**config.mk**
```make
export PLATFORM = sky130hd
export DESIGN_NAME = tx_fm0_encoder_flat
export DESIGN_NICKNAME = d
export VERILOG_FILES = /design/src/rtl/tx_fm0_if.sv /design/src/rtl/tx_fm0_encoder.sv /design/src/flat_wrapper.sv
export SDC_FILE = /design/constraint.sdc
export NUM_CORES = 1
export LEC_CHECK = 0
export ABC_AREA = 1
export BUFFER_PORTS_ARGS = -buffer_cell sky130_fd_sc_hd__buf_4
export CAP_MARGIN = 25
export CORE_UTILIZATION = 60
export DETAILED_ROUTE_END_ITERATION = 7
export HOLD_SLACK_MARGIN = 0.02
export PLACE_DENSITY = 0.79
export SYNTH_ARGS = -nofsm -noshare
export SYNTH_HDL_FRONTEND = slang
export SYNTH_SLANG_ARGS = --single-unit
```
**constraint.sdc**
```tcl
create_clock -name clk -period 2.09 [get_ports clk]
set_clock_uncertainty 0.2 [all_clocks]
set_input_delay 0.5225 -clock clk [delete_from_list [all_inputs] [get_ports clk]]
set_output_delay 0.5225 -clock clk [all_outputs]
set_load 0.01 [all_outputs]
```
**src/rtl/tx_fm0_if.sv**
```systemverilog
// Request/data/status bundle between the reply controller and the FM0 encoder.
interface tx_fm0_if;
    logic tx_start;
    logic trext;
    logic tx_bit_src;
    logic tx_data_done;
    logic bit_req;
    logic tx_out;
    logic tx_active;
    logic tx_done;
    logic tx_overrun;

    modport master (
        output tx_start, trext, tx_bit_src, tx_data_done,
        input  bit_req, tx_out, tx_active, tx_done, tx_overrun
    );

    modport slave (
        input  tx_start, trext, tx_bit_src, tx_data_done,
        output bit_req, tx_out, tx_active, tx_done, tx_overrun
    );
endinterface

```
**src/rtl/tx_fm0_encoder.sv**
```systemverilog
// FM0 reply encoder: optional pilot tone, preamble, data, CRC-16 and dummy-1 trailer.
// The CRC-16 field is built only when the macro TX_CRC16_EN is defined.
module tx_fm0_encoder #(
    parameter int unsigned MAX_BITS = 512
) (
    input  logic    clk,
    input  logic    reset,
    tx_fm0_if.slave bus
);
    localparam int unsigned BIT_CNT_W = $clog2(MAX_BITS + 1);
    localparam int unsigned HS_CNT_W  = 5;
    localparam int unsigned PILOT_LEN = 24;
    localparam int unsigned PRE_LEN   = 12;
    localparam int unsigned CRC_W     = 16;
    // Preamble left-aligned in 16 bits so the lookahead index never leaves the vector
    localparam logic [15:0] PRE_PAT   = {12'b110100100011, 4'b0000};
    localparam logic [15:0] CRC_POLY  = 16'h1021;
    localparam logic [15:0] CRC_PRESET = 16'hFFFF;

    typedef enum logic [2:0] {
        S_IDLE, S_PILOT, S_PREAMBLE, S_DATA, S_CRC, S_DUMMY, S_DONE
    } state_t;

    state_t                r_state,      w_state_nx;
    logic [HS_CNT_W-1:0]   r_hs_cnt,     w_hs_cnt_nx;
    logic [BIT_CNT_W-1:0]  r_bit_cnt,    w_bit_cnt_nx;
    logic                  r_half,       w_half_nx;
    logic                  r_lvl,        w_lvl_nx;
    logic                  r_last,       w_last_nx;
    logic                  r_limit,      w_limit_nx;
    logic                  r_tx_out,     w_tx_out_nx;
    logic                  r_bit_req,    w_bit_req_nx;
    logic                  r_tx_active,  w_tx_active_nx;
    logic                  r_tx_done,    w_tx_done_nx;
    logic                  r_tx_overrun, w_tx_overrun_nx;
    logic [3:0]            w_pre_nx_idx;
    logic                  w_at_limit;
`ifdef TX_CRC16_EN
    logic [CRC_W-1:0]      r_crc,        w_crc_nx;
    logic                  w_crc_fb;
    logic                  w_crc_bit;

    assign w_crc_fb  = r_crc[CRC_W-1] ^ bus.tx_bit_src;
    assign w_crc_bit = ~r_crc[4'(CRC_W - 1) - 4'(r_hs_cnt)];
`endif

    assign w_pre_nx_idx = 4'(14) - 4'(r_hs_cnt);
    assign w_at_limit   = (r_bit_cnt == BIT_CNT_W'(MAX_BITS - 1));

    // Next-state and next-output logic; every output is registered
    always_comb begin
        w_state_nx      = r_state;
        w_hs_cnt_nx     = r_hs_cnt;
        w_bit_cnt_nx    = r_bit_cnt;
        w_half_nx       = r_half;
        w_lvl_nx        = r_lvl;
        w_last_nx       = r_last;
        w_limit_nx      = r_limit;
        w_tx_out_nx     = r_tx_out;
        w_bit_req_nx    = 1'b0;
        w_tx_done_nx    = 1'b0;
        w_tx_overrun_nx = r_tx_overrun;
`ifdef TX_CRC16_EN
        w_crc_nx        = r_crc;
`endif
        case (r_state)
            S_IDLE: begin
                if (bus.tx_start) begin
                    w_state_nx      = bus.trext ? S_PILOT : S_PREAMBLE;
                    w_tx_out_nx     = 1'b1;
                    w_hs_cnt_nx     = '0;
                    w_bit_cnt_nx    = '0;
                    w_half_nx       = 1'b0;
                    w_tx_overrun_nx = 1'b0;
`ifdef TX_CRC16_EN
                    w_crc_nx        = CRC_PRESET;
`endif
                end
            end
            S_PILOT: begin
                if (r_hs_cnt == HS_CNT_W'(PILOT_LEN - 1)) begin
                    w_state_nx  = S_PREAMBLE;
                    w_hs_cnt_nx = '0;
                    w_tx_out_nx = PRE_PAT[15];
                end else begin
                    w_hs_cnt_nx = r_hs_cnt + 1'b1;
                    w_tx_out_nx = ~r_tx_out;
                end
            end
            S_PREAMBLE: begin
                if (r_hs_cnt == HS_CNT_W'(PRE_LEN - 1)) begin
                    // Line level is 1 after the preamble; first data half is its inverse
                    w_state_nx   = S_DATA;
                    w_tx_out_nx  = 1'b0;
                    w_lvl_nx     = 1'b0;
                    w_half_nx    = 1'b0;
                    w_bit_req_nx = 1'b1;
                end else begin
                    w_hs_cnt_nx = r_hs_cnt + 1'b1;
                    w_tx_out_nx = PRE_PAT[w_pre_nx_idx];
                end
            end
            S_DATA: begin
                if (!r_half) begin
                    w_half_nx    = 1'b1;
                    w_tx_out_nx  = bus.tx_bit_src ? r_lvl : ~r_lvl;
                    w_lvl_nx     = w_tx_out_nx;
                    w_bit_cnt_nx = r_bit_cnt + 1'b1;
                    w_last_nx    = bus.tx_data_done || w_at_limit;
                    w_limit_nx   = !bus.tx_data_done && w_at_limit;
`ifdef TX_CRC16_EN
                    w_crc_nx     = {r_crc[CRC_W-2:0], 1'b0} ^ (w_crc_fb ? CRC_POLY : '0);
`endif
                end else begin
                    w_half_nx   = 1'b0;
                    w_tx_out_nx = ~r_lvl;
                    w_lvl_nx    = ~r_lvl;
                    if (r_last) begin
                        w_tx_overrun_nx = r_tx_overrun | r_limit;
                        w_hs_cnt_nx     = '0;
`ifdef TX_CRC16_EN
                        w_state_nx      = S_CRC;
`else
                        w_state_nx      = S_DUMMY;
`endif
                    end else begin
                        w_bit_req_nx = 1'b1;
                    end
                end
            end
`ifdef TX_CRC16_EN
            S_CRC: begin
                if (!r_half) begin
                    w_half_nx   = 1'b1;
                    w_tx_out_nx = w_crc_bit ? r_lvl : ~r_lvl;
                    w_lvl_nx    = w_tx_out_nx;
                end else begin
                    w_half_nx   = 1'b0;
                    w_tx_out_nx = ~r_lvl;
                    w_lvl_nx    = ~r_lvl;
                    if (r_hs_cnt == HS_CNT_W'(CRC_W - 1)) begin
                        w_state_nx = S_DUMMY;
                    end else begin
                        w_hs_cnt_nx = r_hs_cnt + 1'b1;
                    end
                end
            end
`endif
            S_DUMMY: begin
                if (!r_half) begin
                    w_half_nx = 1'b1;
                end else begin
                    w_half_nx    = 1'b0;
                    w_state_nx   = S_DONE;
                    w_tx_out_nx  = 1'b0;
                    w_tx_done_nx = 1'b1;
                end
            end
            S_DONE: begin
                w_state_nx = S_IDLE;
            end
            default: begin
                w_state_nx  = S_IDLE;
                w_tx_out_nx = 1'b0;
                w_half_nx   = 1'b0;
            end
        endcase
        w_tx_active_nx = (w_state_nx != S_IDLE) && (w_state_nx != S_DONE);
    end

    always_ff @(posedge clk or posedge reset) begin
        if (reset) begin
            r_state      <= S_IDLE;
            r_hs_cnt     <= '0;
            r_bit_cnt    <= '0;
            r_half       <= 1'b0;
            r_lvl        <= 1'b0;
            r_last       <= 1'b0;
            r_limit      <= 1'b0;
            r_tx_out     <= 1'b0;
            r_bit_req    <= 1'b0;
            r_tx_active  <= 1'b0;
            r_tx_done    <= 1'b0;
            r_tx_overrun <= 1'b0;
`ifdef TX_CRC16_EN
            r_crc        <= CRC_PRESET;
`endif
        end else begin
            r_state      <= w_state_nx;
            r_hs_cnt     <= w_hs_cnt_nx;
            r_bit_cnt    <= w_bit_cnt_nx;
            r_half       <= w_half_nx;
            r_lvl        <= w_lvl_nx;
            r_last       <= w_last_nx;
            r_limit      <= w_limit_nx;
            r_tx_out     <= w_tx_out_nx;
            r_bit_req    <= w_bit_req_nx;
            r_tx_active  <= w_tx_active_nx;
            r_tx_done    <= w_tx_done_nx;
            r_tx_overrun <= w_tx_overrun_nx;
`ifdef TX_CRC16_EN
            r_crc        <= w_crc_nx;
`endif
        end
    end

    assign bus.tx_out     = r_tx_out;
    assign bus.bit_req    = r_bit_req;
    assign bus.tx_active  = r_tx_active;
    assign bus.tx_done    = r_tx_done;
    assign bus.tx_overrun = r_tx_overrun;
endmodule

```
**src/flat_wrapper.sv**
```systemverilog
// flat-port wrapper written by rule: the top's interface ports become plain ports
module tx_fm0_encoder_flat 
#(
    parameter int unsigned MAX_BITS = 512
)
  (clk, reset, bus_tx_start, bus_trext, bus_tx_bit_src, bus_tx_data_done, bus_bit_req, bus_tx_out, bus_tx_active, bus_tx_done, bus_tx_overrun);
  tx_fm0_if bus_i ();
  input  logic clk;
  input  logic reset;
  input wire logic [$bits(bus_i.tx_start)-1:0] bus_tx_start;
  input wire logic [$bits(bus_i.trext)-1:0] bus_trext;
  input wire logic [$bits(bus_i.tx_bit_src)-1:0] bus_tx_bit_src;
  input wire logic [$bits(bus_i.tx_data_done)-1:0] bus_tx_data_done;
  output wire logic [$bits(bus_i.bit_req)-1:0] bus_bit_req;
  output wire logic [$bits(bus_i.tx_out)-1:0] bus_tx_out;
  output wire logic [$bits(bus_i.tx_active)-1:0] bus_tx_active;
  output wire logic [$bits(bus_i.tx_done)-1:0] bus_tx_done;
  output wire logic [$bits(bus_i.tx_overrun)-1:0] bus_tx_overrun;
  assign bus_i.tx_start = bus_tx_start;
  assign bus_i.trext = bus_trext;
  assign bus_i.tx_bit_src = bus_tx_bit_src;
  assign bus_i.tx_data_done = bus_tx_data_done;
  assign bus_bit_req = bus_i.bit_req;
  assign bus_tx_out = bus_i.tx_out;
  assign bus_tx_active = bus_i.tx_active;
  assign bus_tx_done = bus_i.tx_done;
  assign bus_tx_overrun = bus_i.tx_overrun;
  tx_fm0_encoder #(.MAX_BITS(MAX_BITS)) u_core (.clk(clk), .reset(reset), .bus(bus_i));
endmodule
```
==> results.toml <==
[clock_tree]
root_buffer = "clkbuf_4"
clk_latency_ps = 320
cts_made_buffers = 3
ctsHoldBuffers = 0
cts_resized = 0
cts_setup_buffers = 0
ctsLongestPathBuffers = 2
cts_tree = "done"
cts.htree.levels = 1
path_clk_slew_ps = 140
cts.sinks = 27

[power]
p_clk_frac = 0.106
vdd_ir_drop_max_uv = 842.4
seq_power_share = 0.373
p_leak_nw = 0.9643
pwr-share-comb = 0.520
swShare = 0.4825
cellPowerDensity_nw_per_um2 = 1162
p_int_mw = 1.099
p_total_mw = 2.124
power_switching_mw = 1.025

[routing]
drc = 0
routedWlPerCell_um = 12.41
top_layer_used = "met4"
vias = 1548
viasPerCell = 5.568
firstDrtPassIters = 4
routed-wl-met3_um = 91
route.met2.wl_mm = 1.683
drtAntennaViolNets = 0
dr.first_iter.drc_count = 35
wirelength_mm = 3.451
met1_length_mm = 1.628

[layout]
finalNonFillerCells = 278
fin_util = 0.7120
nets = 259
diodes = 0
fin_area_um2 = 1828
drive_gt1_frac = 0.1250
fill_cells = 228
synthToLayoutAreaGrowth_pct = 8.142

[setup_path]
critPathBufInv = 0
path_cells = "ha_1 -> nand2_1 -> nor3_1 -> nand2_1 -> nand3_2 -> nor2_4 -> nand2_1 -> nand2_1"
worst_setup_path_start_kind = "flop"
path_class = "reg2reg"
r2r_cells = 8
crit_arrival_ps = 1860
crit_family = "simple AND/OR/NAND/NOR gates"
worstPathMaxFanout = 8
slowest_stage = "dfrtp_1"
worstSetupStartpoint = "u_core.r_hs_cnt[0]"
rrSetupSlack_ps = 260
end_kind = "flop"
crit_path_max_incr_delay_ps = 490
r2r-start = "u_core.r_hs_cnt[0]"
cpMostUsedCell = "nand2_1"
rr_endpoint = "u_core.r_hs_cnt[3]"
crit_required_ps = 2120

[grt]
overflow = 0
grt_max_degree = 28
grt_pass1_vias = 1473
antenna_found_initial = 0
grt_usage = 0.2729
grt_pass1_wl_mm = 5.892

[place]
post-place-cells = 274
gp_congestion = 0.8727
place_area_um2 = 1802
dp_hpwl_mm = 2.643
io_buffers = 10
dp_slack_ps = 289.5

[die]
rows = 18
core_area_um2 = 2567
io-pin-count = 11
die_h_um = 55.08
start_util = 0.6584
die_w_um = 55.08
die_area_um2 = 3034

[sta]
hold_violations = 0
slew_violations = 0
min_period_ps = 1833
tightest_slew_ps = 384.8
setup_viol = 0
fin_ws_ps = 257.4
tns_ps = 0
worst_hold_slack_ps = 43.57
post-route-period-util = 0.8769
rsz0062_at_grt = "false"
max_freq_ghz = 0.5457
slew_headroom = 0.7434

[yosys]
synth_fp_nets = 245
syn_avg_cell_area_um2 = 7.193
ys_warn_count = 0
synth_cell_types = 27
synth-seq-cells = 27
syn_inst = 235
syn_area_um2 = 1690
ys_seq_area_frac = 0.3997

[flow_run]
max_cap_violations = 0

[status]
run_status = "completed"

[hold_path]
hold_class = "in2async"
==> final cells by class <==
cell class | instances | area [um^2] | area share
clock buffer | 4 | 26.28 | 0.01437
inverter | 36 | 135.1 | 0.07392
multi-input combinational | 168 | 855.8 | 0.4682
sequential | 27 | 675.6 | 0.3696
tap | 30 | 37.54 | 0.02053
timing repair buffer | 13 | 97.59 | 0.05339
==> power by group through the flow <==
stage	combinational, mW	sequential (mW)	clock, mW
2_1_floorplan	0.864	0.760	0
3_3_place_gp	1.06	0.795	0
3_5_place_dp	1.10	0.800	0
4_1_cts	1.10	0.790	0.231
5_1_grt	1.25	0.817	0.249
6_report	1.10	0.793	0.226
==> flip-flops by register name, indices dropped and copies added (netlist names) <==
register,count
u_core.bus.bit_req,1
u_core.r_limit,1
u_core.bus.tx_done,1
u_core.r_half,1
u_core.r_last,1
u_core.bus.tx_overrun,1
u_core.r_state,3
u_core.bus.tx_out,1
u_core.bus.tx_active,1
u_core.r_hs_cnt,5
u_core.r_lvl,1
u_core.r_bit_cnt,10
==> synthesized netlist by cell type <==
cell type	n	area (um^2)
a21oi_1	2	10.01
a21oi_2	1	8.760
a21oi_4	1	16.27
buf_2	1	5.000
buf_4	2	15.01
clkbuf_1	1	3.750
dfrtp_1	27	675.7
ha_1	4	50.05
inv_1	36	135.1
nand2_1	69	259.0
nand2_2	3	18.77
nand2_4	1	11.26
nand3_1	30	150.1
nand3_2	1	10.01
nand4_1	10	62.56
nor2_1	15	56.30
nor2_2	2	12.51
nor2_4	4	45.04
nor3_1	1	5.000
o21a_1	1	7.510
o21ai_0	15	75.07
o21ai_1	2	10.01
o21ai_2	1	8.760
o21bai_1	1	7.510
o31ai_1	1	7.510
or2_2	1	6.260
xor2_1	2	17.52
==> cell usage in the layout, fill, tap and decap left out, drive strengths merged <==
cell    Yosys  final
o31ai       1      1
clkbuf      1      4
o21bai      1      1
nor3        1      1
nand3      31     31
nand4      10     10
o21ai      18     18
inv        36     36
nor2       21     21
a21oi       4      4
o21a        1      1
nand2      73     73
buf         3     13
dfrtp      27     27
xor2        2      2
or2         1      1
ha          4      4
==> logic make-up after synthesis <==
group,synth area share
buffers and inverters,0.09400
xor gates and xnor gates,0.01036
DFF,0.3997
and+or+nand+nor,0.3768
adders and majority gates,0.02961
AOI/OAI and AO/OA,0.08957
==> worst register-to-register path, cell delays in order, from the launching register on <==
cell,delay [ps]
dfrtp_1,490
ha_1,260
nand2_1,70
nor3_1,190
nand2_1,150
nand3_2,200
nor2_4,50
nand2_1,60
nand2_1,50
==> how the worst max path moves through the flow <==
stage,end,cells past startpoint
2_1_floorplan,u_core.r_hs_cnt[3],8
3_3_place_gp,u_core.r_hs_cnt[4],8
3_5_place_dp,u_core.r_hs_cnt[3],8
4_1_cts,u_core.r_hs_cnt[3],8
5_1_grt,u_core.r_hs_cnt[3],8
6_report,u_core.r_hs_cnt[3],8
==> routing by layer <==
layer,global-route usage,vias up
met5,0,-
met4,0.1167,0
met3,0.03279,6
met2,0.4799,28
met1,0.3339,734
li1,-,780
No activity file was read; power rests on OpenSTA's default activity.
